**src/rtl/w_stage_grf.sv**
```systemverilog
// ---------------------------------------------------------------------------
// w_stage_grf
//
// Writeback stage and general register file of the five-stage MIPS pipeline.
// Selects the writeback value from the W pipeline register, commits it into
// a 32 x 32 register file, and serves the two decode-stage read ports. The
// read ports include a same-cycle write-through bypass, so decode never needs
// forwarding from W. A registered commit trace and a retired-instruction
// counter are provided for observation.
//
// Ports
//   clk, reset          clock; synchronous active-high reset
//   RegWrite_W          write enable of the instruction in W
//   MemtoReg_W          1: ReadData_W, 0: ALUOut_W (only when WriteSel_W=00)
//   WriteSel_W          00 ALU/Mem, 01 PC_W+8, 10 lui, 11 zero
//   ReadData_W          load data
//   ALUOut_W            ALU result
//   WriteReg_W          destination register index
//   SignImm_W           sign-extended immediate
//   PC_W                PC of the instruction in W
//   Instr_W             instruction word in W (32'h0 is a bubble)
//   A1, A2              decode read addresses
//   RD1, RD2            decode read data (combinational)
//   WD_W                selected writeback value (combinational)
//   wb_valid            a commit happened on the previous edge
//   wb_pc/wb_reg/wb_data  PC, destination and data of that commit
//   retire_count        count of non-bubble instructions retired
//
// Handshake: there is none. The stage accepts one W instruction on every
// rising edge with no stall; bubbles are all-zero W registers.
// ---------------------------------------------------------------------------
module w_stage_grf #(
    parameter int COUNT_W = 32
) (
    input  logic               clk,
    input  logic               reset,
    input  logic               RegWrite_W,
    input  logic               MemtoReg_W,
    input  logic [1:0]         WriteSel_W,
    input  logic [31:0]        ReadData_W,
    input  logic [31:0]        ALUOut_W,
    input  logic [4:0]         WriteReg_W,
    input  logic [31:0]        SignImm_W,
    input  logic [31:0]        PC_W,
    input  logic [31:0]        Instr_W,
    input  logic [4:0]         A1,
    input  logic [4:0]         A2,
    output logic [31:0]        RD1,
    output logic [31:0]        RD2,
    output logic [31:0]        WD_W,
    output logic               wb_valid,
    output logic [31:0]        wb_pc,
    output logic [4:0]         wb_reg,
    output logic [31:0]        wb_data,
    output logic [COUNT_W-1:0] retire_count
);

    // Writeback source encodings
    localparam logic [1:0] SEL_ALU_MEM = 2'b00;
    localparam logic [1:0] SEL_LINK    = 2'b01;
    localparam logic [1:0] SEL_LUI     = 2'b10;

    // Entry 0 exists only to keep indexing simple; it is never written
    // because the commit condition excludes $0, and reads of $0 are forced
    // to zero anyway.
    logic [31:0]        r_grf [0:31];
    logic               r_wb_valid;
    logic [31:0]        r_wb_pc;
    logic [4:0]         r_wb_reg;
    logic [31:0]        r_wb_data;
    logic [COUNT_W-1:0] r_retire_count;

    logic [31:0]        w_wd;
    logic               w_we;
    logic               w_retire;
    logic [31:0]        w_rd1;
    logic [31:0]        w_rd2;

    // ------------------------------------------------------------------
    // Writeback value select
    // ------------------------------------------------------------------
    always_comb begin
        w_wd = 32'h0;
        case (WriteSel_W)
            SEL_ALU_MEM: w_wd = MemtoReg_W ? ReadData_W : ALUOut_W;
            SEL_LINK:    w_wd = PC_W + 32'd8;
            SEL_LUI:     w_wd = {SignImm_W[15:0], 16'h0000};
            default:     w_wd = 32'h0;
        endcase
    end

    // Reset in the commit cycle squashes the in-flight instruction.
    assign w_we     = RegWrite_W & (WriteReg_W != 5'd0) & ~reset;
    assign w_retire = ~reset & (Instr_W != 32'h0);

    // ------------------------------------------------------------------
    // Read ports with write-through bypass
    // ------------------------------------------------------------------
    always_comb begin
        w_rd1 = 32'h0;
        if (reset || (A1 == 5'd0)) begin
            w_rd1 = 32'h0;
        end else if (w_we && (A1 == WriteReg_W)) begin
            w_rd1 = w_wd;
        end else begin
            w_rd1 = r_grf[A1];
        end
    end

    always_comb begin
        w_rd2 = 32'h0;
        if (reset || (A2 == 5'd0)) begin
            w_rd2 = 32'h0;
        end else if (w_we && (A2 == WriteReg_W)) begin
            w_rd2 = w_wd;
        end else begin
            w_rd2 = r_grf[A2];
        end
    end

    // ------------------------------------------------------------------
    // Register file
    // ------------------------------------------------------------------
    always_ff @(posedge clk) begin
        if (reset) begin
            for (int i = 0; i < 32; i++) begin
                r_grf[i] <= 32'h0;
            end
        end else if (w_we) begin
            r_grf[WriteReg_W] <= w_wd;
        end
    end

    // ------------------------------------------------------------------
    // Commit trace: payload holds its value between commits
    // ------------------------------------------------------------------
    always_ff @(posedge clk) begin
        if (reset) begin
            r_wb_valid <= 1'b0;
            r_wb_pc    <= 32'h0;
            r_wb_reg   <= 5'd0;
            r_wb_data  <= 32'h0;
        end else begin
            r_wb_valid <= w_we;
            if (w_we) begin
                r_wb_pc   <= PC_W;
                r_wb_reg  <= WriteReg_W;
                r_wb_data <= w_wd;
            end
        end
    end

    // ------------------------------------------------------------------
    // Retired-instruction counter, wraps naturally at 2^COUNT_W
    // ------------------------------------------------------------------
    always_ff @(posedge clk) begin
        if (reset) begin
            r_retire_count <= '0;
        end else if (w_retire) begin
            r_retire_count <= r_retire_count + 1'b1;
        end
    end

    assign RD1          = w_rd1;
    assign RD2          = w_rd2;
    assign WD_W         = w_wd;
    assign wb_valid     = r_wb_valid;
    assign wb_pc        = r_wb_pc;
    assign wb_reg       = r_wb_reg;
    assign wb_data      = r_wb_data;
    assign retire_count = r_retire_count;

endmodule

```
**config.mk**
```make
export PLATFORM = sky130hd
export DESIGN_NAME = w_stage_grf
export DESIGN_NICKNAME = d
export VERILOG_FILES = /design/src/rtl/w_stage_grf.sv
export SDC_FILE = /design/constraint.sdc
export NUM_CORES = 2
export LEC_CHECK = 0
export CAP_MARGIN = 20
export CORE_AREA = 8 8 550 282
export DETAILED_ROUTE_END_ITERATION = 7
export DIE_AREA = 0 0 558 290
export GPL_ROUTABILITY_DRIVEN = 0
export MAX_ROUTING_LAYER = met4
export PLACE_DENSITY = 0.62
export SYNTH_ARGS = -nofsm -noshare
export SYNTH_HDL_FRONTEND = slang
export SYNTH_SLANG_ARGS = --single-unit
```
**constraint.sdc**
```tcl
create_clock -name clk -period 2.75 [get_ports clk]
set_input_delay 0.275 -clock clk [delete_from_list [all_inputs] [get_ports clk]]
set_output_delay 0.275 -clock clk [all_outputs]
set_load 0.05 [all_outputs]
```
==> flow_metrics.py <==
metrics = {
    "synthesis": {
        "ys_types": 65,
        "yosys_warnings": 0,
        "synth_area_per_cell_um2": 12.4,
        "netlist_area_mm2": 0.0585,
        "synth_area_leaders": "edfxtp_1 53%, mux4_2 12%, mux2i_1 8.2%",
        "async_flop_share": 0,
        "synth.ff_latch_count": 1126,
        "synth_ff_type": "edfxtp_1",
        "synthCells": 4722,
        "yosysSeqAreaShare": 0.560,
        "synth_top_area_share": 0.525,
        "synth.largest_area_cell": "edfxtp_1",
        "synth_edf_count": 1024,
    },
    "worst_setup_path": {
        "worstPathRequired_ns": 2.48,
        "cp_cell_sequence": "mux4_2 > mux4_2 > a22oi_2 > o21ai_2 > buf_12",
        "cp-end-kind": "output pin",
        "worst_path_max_delay_cell": "mux4_2",
        "crit_family": "multiplexers",
        "path_common_cell": "mux4_2",
        "arrival_ns": 2.73,
        "crit_type": "flip-flop to output pin",
        "critPathBufInv": 1,
        "start_kind": "flip-flop",
        "critical_path.max_fanout": 2,
        "r2r_setup_slack_ns": 0.34,
        "cp_slowest_stage_delay_ns": 0.59,
    },
    "global_routing": {
        "grt_pass1_vias": 45200,
        "grt_usage": 0.310,
        "gr-usage-met1": 0.436,
        "grt_overflow_total": 0,
        "grt_util_met3": 0.117,
        "busiest_layer": "met1",
        "grt_pass1_wl_mm": 350,
        "grt_max_degree": 66,
        "met2_usage": 0.412,
        "antenna_found_initial": 8,
    },
    "floorplan": {
        "io_pins": 379,
        "fp-row-count": 100,
        "coreArea_mm2": 0.147,
        "die_x_um": 558,
        "initial_core_util": 0.397,
        "dieHeight_um": 290,
        "dieArea_mm2": 0.162,
    },
    "placed_design": {
        "dp_cells": 7318,
        "hpwlAfterDp_mm": 173,
        "numPortBuffers": 362,
    },
    "pwr": {
        "clkPwrFrac": 0.353,
        "p_per_area_mw_per_mm2": 585,
        "power.internal_mw": 32.2,
        "peakVddDrop_v": 0.000464,
        "switchingPower_mw": 12.9,
        "p_sw_frac": 0.286,
        "p_comb_frac": 0.202,
        "pwr-share-seq": 0.445,
        "leakage_nw": 28.0,
    },
    "routing": {
        "wl_mm": 254,
        "route.vias.total": 48200,
        "viasPerCell": 6.39,
        "drc": 0,
        "drt-wirelength-per-cell_um": 33.6,
        "ant_nets": 0,
        "dr.pass1.iters": 6,
        "drt_iter0_drc": 7978,
    },
    "cts": {
        "cts.reportedPaths.clkPinSlew_ns": 0.07,
        "clock-sinks": 1126,
        "ctsRootBufferMaster": "clkbuf_16",
        "clk_latency_ns": 0.71,
        "cts_buffers": 103,
        "clock_path_buffers": 3,
        "tritoncts": "built",
        "cts-htree-levels": 3,
    },
    "timing": {
        "clock_skew_ns": 0.00804,
        "rsz0062_at_grt": "true",
        "post-route-period-util": 1.09,
        "period_minus_slack_ns": 3.01,
        "timing.final.max_slew_violations": 0,
        "tns_ns": -4.32,
        "finalSetupViolations": 47,
        "holdWs_ns": 0.00777,
        "hold_viol_final": 0,
        "worstMarginPinSlew_ns": 0.981,
        "fmax_mhz": 333,
        "max-slew-margin-rel": 0.346,
        "setup_ws_ns": -0.257,
    },
    "finish": {
        "largest_reg_flops": 1024,
        "drive_above_1_share": 0.307,
        "synthToLayoutAreaGrowth_pct": 31.6,
        "nNetsFinal": 5644,
        "regMostFlops": "r_grf",
        "stdcell_count": 7547,
        "fin_util": 0.523,
    },
    "hold_path": {
        "hp-class": "input port to flip-flop",
    },
    "outcome": {
        "outcome": "complete, but fails checks",
        "violations": "negative setup slack",
    },
    "run": {
        "drv_cap": 0,
    },
}
-- final cells by class --
class                   count  area (um2)
diodes                      9        22.5
clock buffers             126        2790
clock inverters            67         833
fillers                 12300       70200
inverters                  44         169
multi-input cells        3109       25700
flip-flops and latches   1126       32800
well taps                1989        2490
repair buffers           1077       12300
-- cells by family (layout without fill, tap and decap cells) --
family,after synthesis,count (layout),share of synthesized area
buf+inv,518,1314,0.0386
fa+ha+maj,2,2,0.000428
other cells,1,41,0.0000641
xor+xnor,57,57,0.00853
simple gates,1524,1524,0.106
flops,1126,1126,0.560
compound gates,712,712,0.0872
mux,782,782,0.199
-- synth_stat cells, drive strengths merged, types with 3 or more instances --
cell,count
nor2,1187
edfxtp,1024
mux2i,478
clkbuf,328
mux4,304
a221oi,224
o21ai,187
a22oi,179
nand2,157
buf,146
dfxtp,102
a21oi,56
xnor2,48
inv,43
nand2b,34
nor3,33
nand3,28
a211oi,23
nor4,18
nand4,15
o211ai,12
nor2b,10
and3,9
xor2,9
or3,8
and4,6
nand3b,6
o21bai,5
and3b,4
a211o,3
a221o,3
o311ai,3
o32a,3
or2,3
-- repair_timing --
item	in CTS	in global routing
hold buffers	5	6
resized for setup	396	149
pin swaps	110	75
endpoints found under the hold margin	6	6
buffers inserted	31	13
gates cloned	0	1
setup endpoints to repair	86	73
-- metal layers --
layer / part of all wire / up-vias
met5: 0 / -
met4: 0.036 / 0
met3: 0.16 / 536
met2: 0.40 / 4029
met1: 0.40 / 24300
li1: - / 19400
-- power by group through the flow --
stage / Combinational (mW) / Clock (mW) / Sequential, mW
floorplan: 3.90 / 0 / 20.5
global placement: 8.30 / 0 / 20.3
detailed placement: 8.34 / 0 / 20.4
CTS: 8.74 / 16.0 / 20.0
global route: 9.36 / 16.6 / 20.1
finish: 9.11 / 15.9 / 20.1
-- path summary, 6_finish.rpt --
kind / from / end / cells past startpoint
max: r_grf[11][15]$_SDFFCE_PN0P_ / RD1[15] / 5
min reg2reg: wb_pc[27]$_SDFFE_PP0P_ / wb_pc[27]$_SDFFE_PP0P_ / 2
max reg2reg: retire_count[14]$_SDFFE_PP0P_ / retire_count[31]$_SDFFE_PP0P_ / 6
min: PC_W[20] / wb_pc[20]$_SDFFE_PP0P_ / 4
-- tightest hold or removal path, cell delays in order --
cell and delay [ns]:
dlymetal6s2s_1 0.14, buf_4 0.15, nand2_1 0.05, a21oi_1 0.05
-- cells in the final DEF, fill, tap and decap left out, types with 110 or more instances in the layout --
cell type / instances
nor2_1: 1184
edfxtp_1: 1024
buf_4: 505
mux2i_1: 478
mux4_2: 304
buf_12: 264
clkdlybuf4s50_1: 221
a221oi_1: 168
a22oi_2: 130
nand2_1: 127
clkbuf_16: 110
-- through the flow --
step / setup WS (ns) / instance area (um2) / power [mW]
after floorplan: -0.252 / 58600 / 24.4
after global placement: -1.30 / 71200 / 28.6
after detailed placement: -0.812 / 71200 / 28.7
after CTS: -0.276 / 76200 / 44.7
after global routing: -0.338 / 77000 / 46.1
final: -0.257 / 77000 / 45.1
Power figures use the tool's default switching activity.
